===== src/rtl/dilithium_pkg.sv =====
// -----------------------------------------------------------------------------
// dilithium_pkg
// Shared constants and types for the Dilithium coefficient recompose stream.
//   Q, GAMMA2, TWO_GAMMA2 : modulus and decomposition step sizes
//   N                     : coefficients per polynomial
//   state_t               : control FSM states of recompose_stream
//   t_t                   : signed width of the intermediate sum a1*2*GAMMA2 + a0
// -----------------------------------------------------------------------------
package dilithium_pkg;

  localparam int Q          = 8380417;
  localparam int GAMMA2     = (Q - 1) / 32;
  localparam int TWO_GAMMA2 = 2 * GAMMA2;
  localparam int N          = 256;

  localparam int A1_W  = 4;   // high part width
  localparam int A0_W  = 32;  // low part width (signed)
  localparam int A_W   = 23;  // reduced coefficient width, holds Q-1
  localparam int IDX_W = 8;   // coefficient index width, holds N-1

  // 15*TWO_GAMMA2 needs 23 bits; adding any 32-bit signed a0 fits in 34 signed.
  localparam int T_W = 34;
  typedef logic signed [T_W-1:0] t_t;

  typedef enum logic [1:0] {
    ST_IDLE,
    ST_RUN,
    ST_DRAIN,
    ST_DONE
  } state_t;

endpackage


===== src/rtl/recompose_core.sv =====
// -----------------------------------------------------------------------------
// recompose_core
// Purely combinational arithmetic for the recompose stream.
//   i_a1, i_a0   : incoming coefficient pair (a1 unsigned, a0 signed)
//   o_t          : a1*TWO_GAMMA2 + a0, full precision (first pipeline stage)
//   o_range_err  : a0 lies outside [-GAMMA2, GAMMA2]
//   i_t          : registered sum from the first stage
//   o_a          : i_t folded into [0, Q-1] by a single +Q / -Q correction
//                  (second pipeline stage)
// -----------------------------------------------------------------------------
module recompose_core
  import dilithium_pkg::*;
(
  input  logic [A1_W-1:0] i_a1,
  input  logic [A0_W-1:0] i_a0,
  input  t_t              i_t,
  output t_t              o_t,
  output logic            o_range_err,
  output logic [A_W-1:0]  o_a
);

  t_t                       w_a1_ext;
  t_t                       w_a0_ext;
  t_t                       w_fix;
  logic signed [A0_W-1:0]   w_a0_s;
  logic                     w_unused_hi;

  always_comb begin
    // NOTE: every signal driven here is assigned on every path through the
    // block, so no latch can be inferred.
    w_a1_ext    = {{(T_W-A1_W){1'b0}}, i_a1};
    w_a0_ext    = {{(T_W-A0_W){i_a0[A0_W-1]}}, i_a0};
    w_a0_s      = signed'(i_a0);
    o_t         = w_a1_ext * t_t'(TWO_GAMMA2) + w_a0_ext;
    o_range_err = (w_a0_s < -GAMMA2) || (w_a0_s > GAMMA2);

    if (i_t < 0) begin
      w_fix = i_t + t_t'(Q);
    end else if (i_t >= t_t'(Q)) begin
      w_fix = i_t - t_t'(Q);
    end else begin
      w_fix = i_t;
    end
    o_a = w_fix[A_W-1:0];
  end

  // After correction the upper bits carry no information for in-range sums.
  assign w_unused_hi = ^w_fix[T_W-1:A_W];

endmodule


===== src/rtl/recompose_stream.sv =====
// -----------------------------------------------------------------------------
// recompose_stream
// Streams one polynomial of N coefficient pairs (a1, a0) and emits the
// recomposed coefficients a = (a1*2*GAMMA2 + a0) mod Q through a two-stage
// valid/ready pipeline.
//   clk, rst                    : clock, synchronous active-high reset
//   start                       : begin a polynomial (honoured only when idle)
//   in_valid/in_ready           : input handshake, in_a1 (4b) / in_a0 (32b)
//   out_valid/out_ready         : output handshake
//   out_a, out_idx, out_last    : coefficient, its index, index == N-1 marker
//   busy                        : polynomial in progress (RUN or DRAIN)
//   done                        : one-cycle pulse after the final output
//   range_err                   : sticky, some accepted a0 was out of range
// -----------------------------------------------------------------------------
module recompose_stream
  import dilithium_pkg::*;
(
  input  logic              clk,
  input  logic              rst,
  input  logic              start,
  input  logic              in_valid,
  output logic              in_ready,
  input  logic [A1_W-1:0]   in_a1,
  input  logic [A0_W-1:0]   in_a0,
  output logic              out_valid,
  input  logic              out_ready,
  output logic [A_W-1:0]    out_a,
  output logic [IDX_W-1:0]  out_idx,
  output logic              out_last,
  output logic              busy,
  output logic              done,
  output logic              range_err
);

  state_t              r_state;
  logic [IDX_W-1:0]    r_in_cnt;
  logic [IDX_W-1:0]    r_out_cnt;
  logic                r_s1_valid;
  t_t                  r_s1_t;
  logic                r_out_valid;
  logic [A_W-1:0]      r_out_a;
  logic                r_busy;
  logic                r_done;
  logic                r_range_err;

  logic                w_en;
  logic                w_in_xfer;
  logic                w_out_xfer;
  logic                w_out_last;
  t_t                  w_t;
  logic                w_range;
  logic [A_W-1:0]      w_a;

  recompose_core u_core (
    .i_a1        (in_a1),
    .i_a0        (in_a0),
    .i_t         (r_s1_t),
    .o_t         (w_t),
    .o_range_err (w_range),
    .o_a         (w_a)
  );

  // The whole pipeline advances together whenever the output slot is free or
  // being drained this cycle; otherwise both stages hold.
  assign w_en       = !r_out_valid || out_ready;
  assign in_ready   = (r_state == ST_RUN) && w_en;
  assign w_in_xfer  = in_valid && in_ready;
  assign w_out_xfer = r_out_valid && out_ready;
  assign w_out_last = r_out_valid && (r_out_cnt == IDX_W'(N - 1));

  assign out_valid = r_out_valid;
  assign out_a     = r_out_a;
  assign out_idx   = r_out_cnt;
  assign out_last  = w_out_last;
  assign busy      = r_busy;
  assign done      = r_done;
  assign range_err = r_range_err;

  // NOTE: sequential state uses non-blocking assignments only, so every
  // register samples the pre-edge values of the others regardless of order.
  always_ff @(posedge clk) begin
    if (rst) begin
      r_state     <= ST_IDLE;
      r_in_cnt    <= '0;
      r_out_cnt   <= '0;
      r_s1_valid  <= 1'b0;
      r_s1_t      <= '0;
      r_out_valid <= 1'b0;
      r_out_a     <= '0;
      r_busy      <= 1'b0;
      r_done      <= 1'b0;
      r_range_err <= 1'b0;
    end else begin
      if (w_en) begin
        r_s1_valid  <= w_in_xfer;
        if (w_in_xfer) r_s1_t <= w_t;
        r_out_valid <= r_s1_valid;
        if (r_s1_valid) r_out_a <= w_a;
      end

      // Index follows emitted data, not accepted data, so stalls cannot skew it.
      if (w_out_xfer) r_out_cnt <= r_out_cnt + IDX_W'(1);

      case (r_state)
        ST_IDLE: begin
          if (start) begin
            r_state     <= ST_RUN;
            r_in_cnt    <= '0;
            r_out_cnt   <= '0;
            r_range_err <= 1'b0;
            r_busy      <= 1'b1;
          end
        end
        ST_RUN: begin
          if (w_in_xfer) begin
            r_in_cnt <= r_in_cnt + IDX_W'(1);
            if (w_range) r_range_err <= 1'b1;
            if (r_in_cnt == IDX_W'(N - 1)) r_state <= ST_DRAIN;
          end
        end
        ST_DRAIN: begin
          if (w_out_xfer && w_out_last) begin
            r_state <= ST_DONE;
            r_busy  <= 1'b0;
            r_done  <= 1'b1;
          end
        end
        ST_DONE: begin
          r_state <= ST_IDLE;
          r_done  <= 1'b0;
        end
        default: begin
          r_state <= ST_IDLE;
        end
      endcase
    end
  end

endmodule


===== config.mk =====
export PLATFORM = sky130hd
export DESIGN_NAME = recompose_stream
export DESIGN_NICKNAME = d
export VERILOG_FILES = /design/src/rtl/dilithium_pkg.sv /design/src/rtl/recompose_core.sv /design/src/rtl/recompose_stream.sv
export SDC_FILE = /design/constraint.sdc
export NUM_CORES = 1
export LEC_CHECK = 0
export BUFFER_PORTS_ARGS = -buffer_cell sky130_fd_sc_hd__buf_2
export CAP_MARGIN = 20
export CORE_ASPECT_RATIO = 1.25
export CORE_MARGIN = 2
export CORE_UTILIZATION = 40
export CTS_BUF_LIST = sky130_fd_sc_hd__clkbuf_8
export DETAILED_ROUTE_END_ITERATION = 8
export HOLD_SLACK_MARGIN = 0.06
export PLACE_DENSITY = 0.57
export SLEW_MARGIN = 20
export SYNTH_ARGS = -nofsm -noshare
export SYNTH_HDL_FRONTEND = slang
export SYNTH_SLANG_ARGS = --single-unit

===== constraint.sdc =====
create_clock -name clk -period 5.99 [get_ports clk]
set_clock_uncertainty 0.1 [all_clocks]
set_input_delay 0.2995 -clock clk [delete_from_list [all_inputs] [get_ports clk]]
set_output_delay 0.2995 -clock clk [all_outputs]
set_load 0.01 [all_outputs]

### After elaboration in Yosys (flattened, before gate mapping)

Cells that the tools add are included.

| word-level totals | value |
|---|---|
| register bits | 80 |
| latch bits | 0 |
| bits in writable memories | 0 |
| memory bits (read-only) | 0 |
| input bits | 41 |
| output and inout bits | 37 |
| word-level logic and storage cells | 71 |
| memories | 0 |

| cells by class | value |
|---|---|
| $add $sub $neg | 5 |
| $mul | 1 |
| divide/modulo/power cells | 0 |
| $lt $le $gt $ge | 4 |
| equality and inequality tests | 10 |
| shift-type cells | 0 |
| mux-type cells | 22 |
| bitwise logic cells | 0 |
| reduce and logical (&&, ||, !) cells | 19 |

Operators with widths:

| kind | count |
|---|---|
| $mux W23 | 2 |
| $mux W8 | 5 |
| $ge A34 B24 Y1 const B | 1 |
| $lt A34 B1 Y1 const B | 1 |
| $add A24 B32 Y33 | 1 |
| $gt A32 B19 Y1 const B | 1 |
| $lt A32 B19 Y1 const B | 1 |
| $add A23 B14 Y23 const B | 1 |
| $sub A23 B14 Y23 const B | 1 |
| $add A8 B1 Y8 const B | 2 |
| $eq A8 B8 Y1 const B | 2 |
| $pmux W8 S2 | 1 |
| $mul A4 B10 Y14 const B | 1 |
| $mux W2 | 4 |
| $pmux W2 S4 | 1 |
| $reduce_and A4 Y1 | 2 |
| $mux W1 | 6 |
| $ne A2 B2 Y1 const B | 3 |
| $pmux W1 S2 | 3 |
| $reduce_and A2 Y1 | 3 |
| $reduce_and A3 Y1 | 2 |
| $reduce_bool A2 Y1 | 3 |
| $logic_and A1 B1 Y1 | 5 |
| $eq A2 B2 Y1 const B | 2 |
| other kinds (5) | 7 |

### Longest topological paths before layout

Gate-level depths: netlist of the first run.

| depth | value |
|---|---|
| depth in word-level cells | 6 |
| depth in mapped cells | 17 |
| mapped depth without buffers | 17 |

### Cells and area by module

From an unflattened synthesis of the first run, not the netlist that was laid out.

| unflattened totals | value |
|---|---|
| cells, all modules | 745 |
| area, all modules | 5696.7 um2 |

Modules (own cells, without submodules):

| module | times used | cells each | area each (um2) | seq. area each (um2) |
|---|---|---|---|---|
| recompose_stream | 1 | 389 | 3125.5 | 1601.5 |
| recompose_core | 1 | 356 | 2571.2 | 0.0 |

### Worst setup path after synthesis of the first run

Ideal clock, no wire load.

| timing path | value |
|---|---|
| path type | input port to flip-flop |
| start | in in_a1[1] |
| end | reg r_s1_t[29] |
| setup time | 133 ps |
| arrival | 4192 ps |
| required time | 5757 ps |
| setup slack | 1565 ps |
| stages on the path | 13 |
| buffers on the path | 0 |
| cell sequence | fa_1 -> fa_1 -> ha_1 -> a21o_1 -> a21o_1 -> fa_1 -> ha_1 -> and3_1 -> a221oi_1 -> a21oi_1 -> o21ai_0 -> mux2i_1 -> o21ai_0 |

| on the way | value |
|---|---|
| cells in the longest elaborated chain, start to end | 2 |

RTL lines:

| what | RTL line | RTL |
|---|---|---|
| start, declared | recompose_stream.sv:23 | `input logic [A1_W-1:0] in_a1,` |
| $mul A4 B10 Y14 | recompose_core.sv:34 | `o_t = w_a1_ext * t_t'(TWO_GAMMA2) + w_a0_ext;` |
| $add A24 B32 Y33 | recompose_core.sv:34 |  |
| end signal, assigned | recompose_stream.sv:96 | `if (w_in_xfer) r_s1_t <= w_t;` |
| end, declared | recompose_stream.sv:39 | `t_t r_s1_t;` |

Every way passes these cells.
A chain may end at the register's enable or synchronous reset.

### Worst setup path after layout of the first run

Ends and elaborated chain as after synthesis.

==> results of run 1 <==
-- stage by stage --
stage          area [um2]  std cells  utilization [%]  hold WS (ps)  total power [mW]
3_5_place_dp         6157        924            44.38         347.1             1.900
6_report             6321        939            45.56         86.87             2.247
4_1_cts              6321        939            45.56         80.47             2.254
3_3_place_gp         6157        924            44.38         336.3             1.885
2_1_floorplan        5722        703                -         335.5             1.642
5_1_grt              6321        939            45.56         84.67             2.426
-- per-layer routing --
| metal | up-vias | track usage (%) | part of all wire, % |
|---|---|---|---|
| met4 | 0 | 6.736 | 2.0 |
| met3 | 21 | 2.552 | 3.8 |
| met5 | - | 0 | 0 |
| met1 | 2522 | 24.53 | 45 |
| li1 | 2726 | - | - |
| met2 | 131 | 34.94 | 49 |
-- cells in the mapped netlist, types with 6 or more instances --
library cell               number  area share, %
sky130_fd_sc_hd__dfxtp_1       79             28
sky130_fd_sc_hd__nand2_1       75            4.9
sky130_fd_sc_hd__a21oi_1       49            4.3
sky130_fd_sc_hd__nor2_1        46            3.0
sky130_fd_sc_hd__ha_1          37            8.1
sky130_fd_sc_hd__nand3_1       29            2.5
sky130_fd_sc_hd__inv_1         28            1.8
sky130_fd_sc_hd__nand4_1       26            2.8
sky130_fd_sc_hd__o21ai_0       23            2.0
sky130_fd_sc_hd__xor2_1        23            3.5
sky130_fd_sc_hd__clkbuf_1      20            1.3
sky130_fd_sc_hd__nor3_1        20            1.7
sky130_fd_sc_hd__a21o_1        17            2.2
sky130_fd_sc_hd__xnor2_1       17            2.6
sky130_fd_sc_hd__and3_1        16            1.7
sky130_fd_sc_hd__o211ai_1      14            1.8
sky130_fd_sc_hd__nor4_1        13            1.4
sky130_fd_sc_hd__nand2b_1      10            1.1
sky130_fd_sc_hd__fa_1           9            3.1
sky130_fd_sc_hd__a211oi_1       8            1.0
sky130_fd_sc_hd__or3_1          8           0.87
sky130_fd_sc_hd__a31oi_1        7           0.77
sky130_fd_sc_hd__o221ai_1       7            1.1
sky130_fd_sc_hd__a32o_1         6            1.0
sky130_fd_sc_hd__and2_1         6           0.66
-- logic make-up after synthesis --
group / Yosys count
simple gates: 280
compound gates: 190
flops: 79
buf+inv: 63
fa+ha+maj: 46
xor+xnor: 40
mux: 5
-- state kept, by name, summed over array words and instances (netlist names) --
signal and cells:
range_err 1, busy 1, r_state 2, r_s1_valid 1, done 1, out_idx 8
out_valid 1, r_s1_t 33, r_in_cnt 8, out_a 23
-- power groups by stage --
stage                     clock network, mW  logic, mW  registers, mW
final                                 0.348       1.21          0.692
after global routing                  0.381       1.34          0.705
after CTS                             0.360       1.20          0.690
after detailed placement                  0       1.20          0.703
after global placement                    0       1.19          0.697
after floorplan                           0      0.978          0.665
-- worst min-delay path by stage --
stage	end	cells past startpoint	startpoint
floorplan	r_s1_t[4]$_SDFFE_PP0P_	2	in_a0[4]
detailed placement	done$_SDFFE_PP0P_	2	done$_SDFFE_PP0P_
global placement	out_a[1]$_SDFFE_PP0P_	2	out_a[1]$_SDFFE_PP0P_
global route	r_s1_t[7]$_SDFFE_PP0P_	3	in_a0[7]
CTS	r_s1_t[5]$_SDFFE_PP0P_	3	in_a0[5]
finish	r_s1_t[7]$_SDFFE_PP0P_	3	in_a0[7]
-- area by class of cell --
type                    count  area [um2]
fillers                  1352        7552
clock buffers               9       123.9
flip-flops and latches     79        1582
clock inverters             6       40.04
inverters                  28       105.1
multi-input cells         561        3836
repair buffers             81       415.4
well taps                 175       219.0
-- worst min-delay path: cells and delay by family --
| kind | cells | cell delay, ps |
|---|---|---|
| buffers and inverters | 1 | 100 |
| and+or+nand+nor | 1 | 50 |
| AOI/OAI and AO/OA | 1 | 50 |
==> out/qor.txt, run 1 <==
====================================================================================
Run status                                                              complete, no violations
Total number of vias                                                            5400
Worst max-slew margin expressed relative to the limit                         35.34%
Initial antenna violation count                                                    0
Die height                                                                  137.7 um
Worst R2R End                                                           out_a[22]$_SDFFE_PP0P_
Final worst path period share                                                 75.90%
I/O Buffers                                                                       77
Sequential Power Share                                                         30.8%
Most common cell after layout, fill and taps aside                      sky130_fd_sc_hd__dfxtp_1
# diodes                                                                           0
Worst setup path startpoint                                                 in_a1[1]
Post-CTS sizing                                                                    0
HPWL after detailed placement                                               11.48 mm
Data arrival time of the critical path                                       4680 ps
Number of primary I/O pins                                                        78
Cell variety after synth                                                          75
Min Clock Period, post-route                                                 4546 ps
Clock latency on the worst-skew pair                                          360 ps
Simple-gate share of the synthesized area                                     25.41%
Critical Path Sink Type                                                    flip-flop
Final Routed Wirelength                                                     15.14 mm
Initial DRC count                                                                327
Most common cell on crit path                                           sky130_fd_sc_hd__fa_1
Number of buffers added for setup after CTS                                        0
Compound-cell area share of the yosys netlist                                 23.40%
Adder and majority gate portion of the synthesized area                       11.24%
Hold-fix buffers, CTS                                                              0
Fraction of layout cells with a size suffix above 1                           15.45%
Critical path peak fanout                                                          5
Count of endpoints failing hold in the final timing report                         0
Vias per std cell                                                              5.751
Max H-tree Level                                                                   3
Synth warnings                                                                     0
Setup repair after global routing missed its margin                               no
Net count after synthesis                                                        790
Most frequently used flop master after synthesis                        sky130_fd_sc_hd__dfxtp_1
Number of gates on the worst path with buffers counted                            14
DRC Markers                                                                        0
Critical-path cell list                                                 buf_2 -> fa_1 -> fa_1 -> ha_1 -> a21o_1 -> a21o_1 -> fa_1 -> ha_1 -> and3_1 -> a221oi_1 -> a21oi_1 -> o21ai_0 -> mux2i_1 -> o21ai_0
Register bit count reported by yosys                                              79
Vias in the first global route                                                  5058
Power per unit of standard cell area                                    355.5 nW/um2
Wire length of the first global-routing pass                                24.76 mm
Starting utilization of the core area                                         41.24%
Hold WC Path Type                                                             in2reg
Layout-stage area growth over the synthesis result                            10.47%
Sink Count                                                                        79
Floorplan die width                                                         111.0 um
Beginning of the worst register-to-register path                        r_s1_t[4]$_SDFFE_PP0P_
Static Leak                                                                 2.556 nW
Max stage delay on crit path                                                  660 ps
Share of synthesized area occupied by flip-flops and latches                  27.64%
Switching share of power                                                      44.90%
Aggregate global routing overflow                                                  0
Portion of netlist area occupied by mux cells                                0.8747%
Weighted congestion at the end of routability-driven global placement         0.8991
Maximum root-to-sink buffer count                                                  2
Top library cells by usage in the layout, fill and taps aside           sky130_fd_sc_hd__dfxtp_1 (79), sky130_fd_sc_hd__buf_2 (77), sky130_fd_sc_hd__nand2_1 (75)
Asr flop ratio synth                                                              0%
Post-synthesis share of cell area spent on xor and xnor gates                 6.123%
Number of max-slew violations in the final report                                  0
Clk root buf                                                            sky130_fd_sc_hd__clkbuf_8
Core Area                                                                  13870 um2
Detail-routed net length per standard cell                                  16.12 um
Nature of the critical path startpoint                                     input pin
Placement Setup Slack                                                        1043 ps
Final Setup Violations                                                             0
Logic depth of the worst register-to-register path                                 6
Fin nets                                                                         847
Combinational group share of total power                                       53.7%
Final worst slack                                                            1444 ps
Slew at the pin with the worst max-slew slack                               945.5 ps
Worst ir drop on vdd                                                     0.0001374 V
Site row count                                                                    48
Switching power summed over all nets                                        1.009 mW
Top delay family on crit path                                            adder cells
Antenna violation net count after detailed routing                                 0
Number of cells produced by synthesis                                            703
GRT Util Overall                                                              19.61%
Die footprint                                                              15280 um2
Count of buffer and inverter cells on the critical path                            1
Cell area after synthesis                                                   5722 um2
Clock Pin Slew Worst Setup and Hold Paths                                      80 ps
Clock tree from TritonCTS                                                        yes
Worst Setup EP                                                          r_s1_t[29]$_SDFFE_PP0P_
Number of enable-type register cells in the synthesized netlist                    0
Fraction of power consumed by the clock network                                15.5%
Worst Path Class, Setup                                                       in2reg
Average cell area after synthesis                                          8.139 um2
Timing-limited maximum frequency                                           220.0 MHz
Max capacitance violation total                                                    0
Setup_tns                                                                       0 ps
Largest net degree at the start of global routing                                 49
Internal power of the cells                                                 1.238 mW
Worst endpoint required time                                                 6120 ps
Combinational family with the most area after synthesis                 simple AND/OR/NAND/NOR gates
R2r setup slk                                                                3200 ps
Pre-Repair DR Iteration Count                                                      5
Critical-path top delay cell                                            sky130_fd_sc_hd__fa_1
Number of buffers created by CTS                                                   9
====================================================================================
Note: power is estimated with default switching activity, not from simulation.
==> run 2: changes to the inputs <==
==> constraint.sdc (replaced) <==
create_clock -name clk -period 4.42 [get_ports clk]
set_clock_uncertainty 0.1 [all_clocks]
set_input_delay 0.221 -clock clk [delete_from_list [all_inputs] [get_ports clk]]
set_output_delay 0.221 -clock clk [all_outputs]
set_load 0.01 [all_outputs]
==> run 2 against run 1 <==
Net effect: core utilization rose by 2.2 points; largest power group unchanged; die area is the same; via count is 2.3% higher; cell area is 4.8% higher; sequential power grew 35%; global-route usage grew 0.62 points; cell count increased by 3.5%; largest cell class unchanged; worst setup slack got worse by 1200 ps; non-clock buffer count rose by 32.
==> out/qor.txt, run 2 (synthesized netlist as in run 1, its figures left out) <==
====================================================================================
Number of buffers created by CTS                                                   9   unchanged
Static Leak                                                                 2.724 nW   was 2.556 nW
Total power consumption of the routed design                                3.234 mW   was 2.247 mW
Slew at the pin with the worst max-slew slack                                1041 ps   was 945.5 ps
Final worst slack                                                           261.6 ps   was 1444 ps
Setup repair after global routing missed its margin                               no   unchanged
Largest net degree at the start of global routing                                 49   unchanged
I/O Buffers                                                                       77   unchanged
Die footprint                                                              15280 um2   unchanged
Critical Path Sink Type                                                    flip-flop   unchanged
Floorplan die width                                                         111.0 um   unchanged
Maximum root-to-sink buffer count                                                  2   unchanged
GRT Util Overall                                                              20.22%   was 19.61%
Count of endpoints failing hold in the final timing report                         0   unchanged
Switching power summed over all nets                                        1.404 mW   was 1.009 mW
Final Setup Violations                                                             0   unchanged
Sink Count                                                                        79   unchanged
Internal power of the cells                                                 1.830 mW   was 1.238 mW
Total number of vias                                                            5522   was 5400
Setup_tns                                                                       0 ps   unchanged
Vias in the first global route                                                  5293   was 5058
Clock latency on the worst-skew pair                                          360 ps   about the same
Worst Path Class, Setup                                                       in2reg   unchanged
Final Routed Wirelength                                                     15.40 mm   was 15.14 mm
Worst max-slew margin expressed relative to the limit                         28.82%   was 35.34%
Layout-stage area growth over the synthesis result                            15.77%   was 10.47%
Aggregate global routing overflow                                                  0   unchanged
Antenna violation net count after detailed routing                                 0   unchanged
Core Area                                                                  13870 um2   unchanged
Weighted congestion at the end of routability-driven global placement         0.9105   was 0.8991
Clk root buf                                                            sky130_fd_sc_hd__clkbuf_8   unchanged
Top reg by flops                                                              r_s1_t   unchanged
Sequential Power Share                                                         28.9%   was 30.8%
Number of primary I/O pins                                                        78   unchanged
Initial DRC count                                                                276   was 327
Final design instance area without fill                                     6624 um2   was 6321 um2
Combinational group share of total power                                       53.8%   was 53.7%
Die height                                                                  137.7 um   unchanged
Initial antenna violation count                                                    0   unchanged
Fin nets                                                                         879   was 847
DRC Markers                                                                        0   unchanged
Wire length of the first global-routing pass                                25.44 mm   was 24.76 mm
Number of inserted filler cells in the final layout                             1399   was 1352
Fraction of power consumed by the clock network                                17.2%   was 15.5%
Pre-Repair DR Iteration Count                                                      5   unchanged
Timing-limited maximum frequency                                           240.5 MHz
Top library cells by usage in the layout, fill and taps aside           sky130_fd_sc_hd__dfxtp_1 (79), sky130_fd_sc_hd__buf_2 (77), sky130_fd_sc_hd__nand2_1 (75)   unchanged
Vias per std cell                                                              5.681   was 5.751
Critical path peak fanout                                                          5   unchanged
Hold-fix buffers, CTS                                                             10   was 0
HPWL after detailed placement                                               11.64 mm   was 11.48 mm
Hold WC Path Type                                                             in2reg   unchanged
Placement Setup Slack                                                      -140.8 ps   was 1043 ps
Post-CTS sizing                                                                    0   unchanged
Post-place instance area                                                    6322 um2   was 6157 um2
Power per unit of standard cell area                                    488.2 nW/um2   was 355.5 nW/um2
Number of max-slew violations in the final report                                  0   unchanged
Min Clock Period, post-route                                                 4158 ps
# diodes                                                                           0   unchanged
Final worst path period share                                                 94.08%
Max reg flops                                                                     33   unchanged
Max capacitance violation total                                                    0   unchanged
Worst endpoint required time                                                 4530 ps   was 6120 ps
Footprint of the multi-input gates                                          3836 um2   unchanged
Nature of the critical path startpoint                                     input pin   unchanged
Starting utilization of the core area                                         41.24%   unchanged
Detail-routed net length per standard cell                                  15.85 um   was 16.12 um
Final Hold Slack                                                            84.33 ps   was 86.87 ps
Data arrival time of the critical path                                       4270 ps   was 4680 ps
Fraction of layout cells with a size suffix above 1                           17.82%   was 15.45%
Max H-tree Level                                                                   3   unchanged
Clock tree from TritonCTS                                                        yes   unchanged
Site row count                                                                    48   unchanged
Most common cell after layout, fill and taps aside                      sky130_fd_sc_hd__dfxtp_1   unchanged
Switching share of power                                                      43.41%   was 44.90%
Number of buffers added for setup after CTS                                        0   unchanged
Register Area                                                               1582 um2   unchanged
Run status                                                              complete, no violations   unchanged
Worst ir drop on vdd                                                     0.0001952 V   was 0.0001374 V
Clock Pin Slew Worst Setup and Hold Paths                                      90 ps   was 80 ps
====================================================================================
-- run 2: power groups by stage --
stage | clock network [mW] | logic, mW | registers, mW
after floorplan | 0 | 1.32 | 0.901
after global placement | 0 | 1.70 | 0.946
after detailed placement | 0 | 1.72 | 0.950
after CTS | 0.578 | 1.74 | 0.934
after global routing | 0.605 | 1.95 | 0.955
final | 0.557 | 1.74 | 0.936
-- run 2: path summary, 6_finish.rpt --
kind              slack [ps]                   start                      end  cells after the start
setup / recovery         260                in_a1[1]  r_s1_t[30]$_SDFFE_PP0P_                     16
setup reg to reg        1630  r_s1_t[4]$_SDFFE_PP0P_   out_a[22]$_SDFFE_PP0P_                      6
hold reg to reg          360   out_a[1]$_SDFFE_PP0P_    out_a[1]$_SDFFE_PP0P_                      2
hold / removal            80               in_a0[31]  r_s1_t[32]$_SDFFE_PP0P_                      3
-- run 2: cell type report --
| cell class | count | share of cell area, % |
|---|---|---|
| flip-flops and latches | 79 | 23.88 |
| clock inverters | 7 | 1.171 |
| repair buffers | 113 | 10.28 |
| inverters | 28 | 1.587 |
| multi-input cells | 561 | 57.91 |
| clock buffers | 9 | 1.870 |
| well taps | 175 | 3.306 |
-- run 2: metal layers --
layer / wire length, um / vias up / share of wire (%) / GRT usage [%]
met1: 6888 / 2589 / 45 / 24.72
met3: 591 / 19 / 3.8 / 3.740
met4: 234 / 0 / 1.5 / 6.042
li1: - / 2791 / - / -
met5: 0 / - / 0 / 0
met2: 7687 / 123 / 50 / 36.37
-- run 2: metrics by stage --
step | utilization [%] | cells
after CTS | 47.75 | 972
after detailed placement | 45.57 | 946
final | 47.75 | 972
after global routing | 47.75 | 972
after global placement | 45.57 | 946
after floorplan | - | 703
-- run 2: critical path: stages --
cell	delay, ps
sky130_fd_sc_hd__buf_2	110
sky130_fd_sc_hd__fa_1	550
sky130_fd_sc_hd__fa_1	560
sky130_fd_sc_hd__inv_1	60
sky130_fd_sc_hd__fa_1	440
sky130_fd_sc_hd__inv_1	70
sky130_fd_sc_hd__a21o_1	120
sky130_fd_sc_hd__a21o_1	160
sky130_fd_sc_hd__fa_1	430
sky130_fd_sc_hd__ha_1	350
sky130_fd_sc_hd__a21oi_1	90
sky130_fd_sc_hd__o211ai_1	170
sky130_fd_sc_hd__o211ai_1	210
sky130_fd_sc_hd__and2_1	250
sky130_fd_sc_hd__o311ai_0	350
sky130_fd_sc_hd__a31oi_1	130
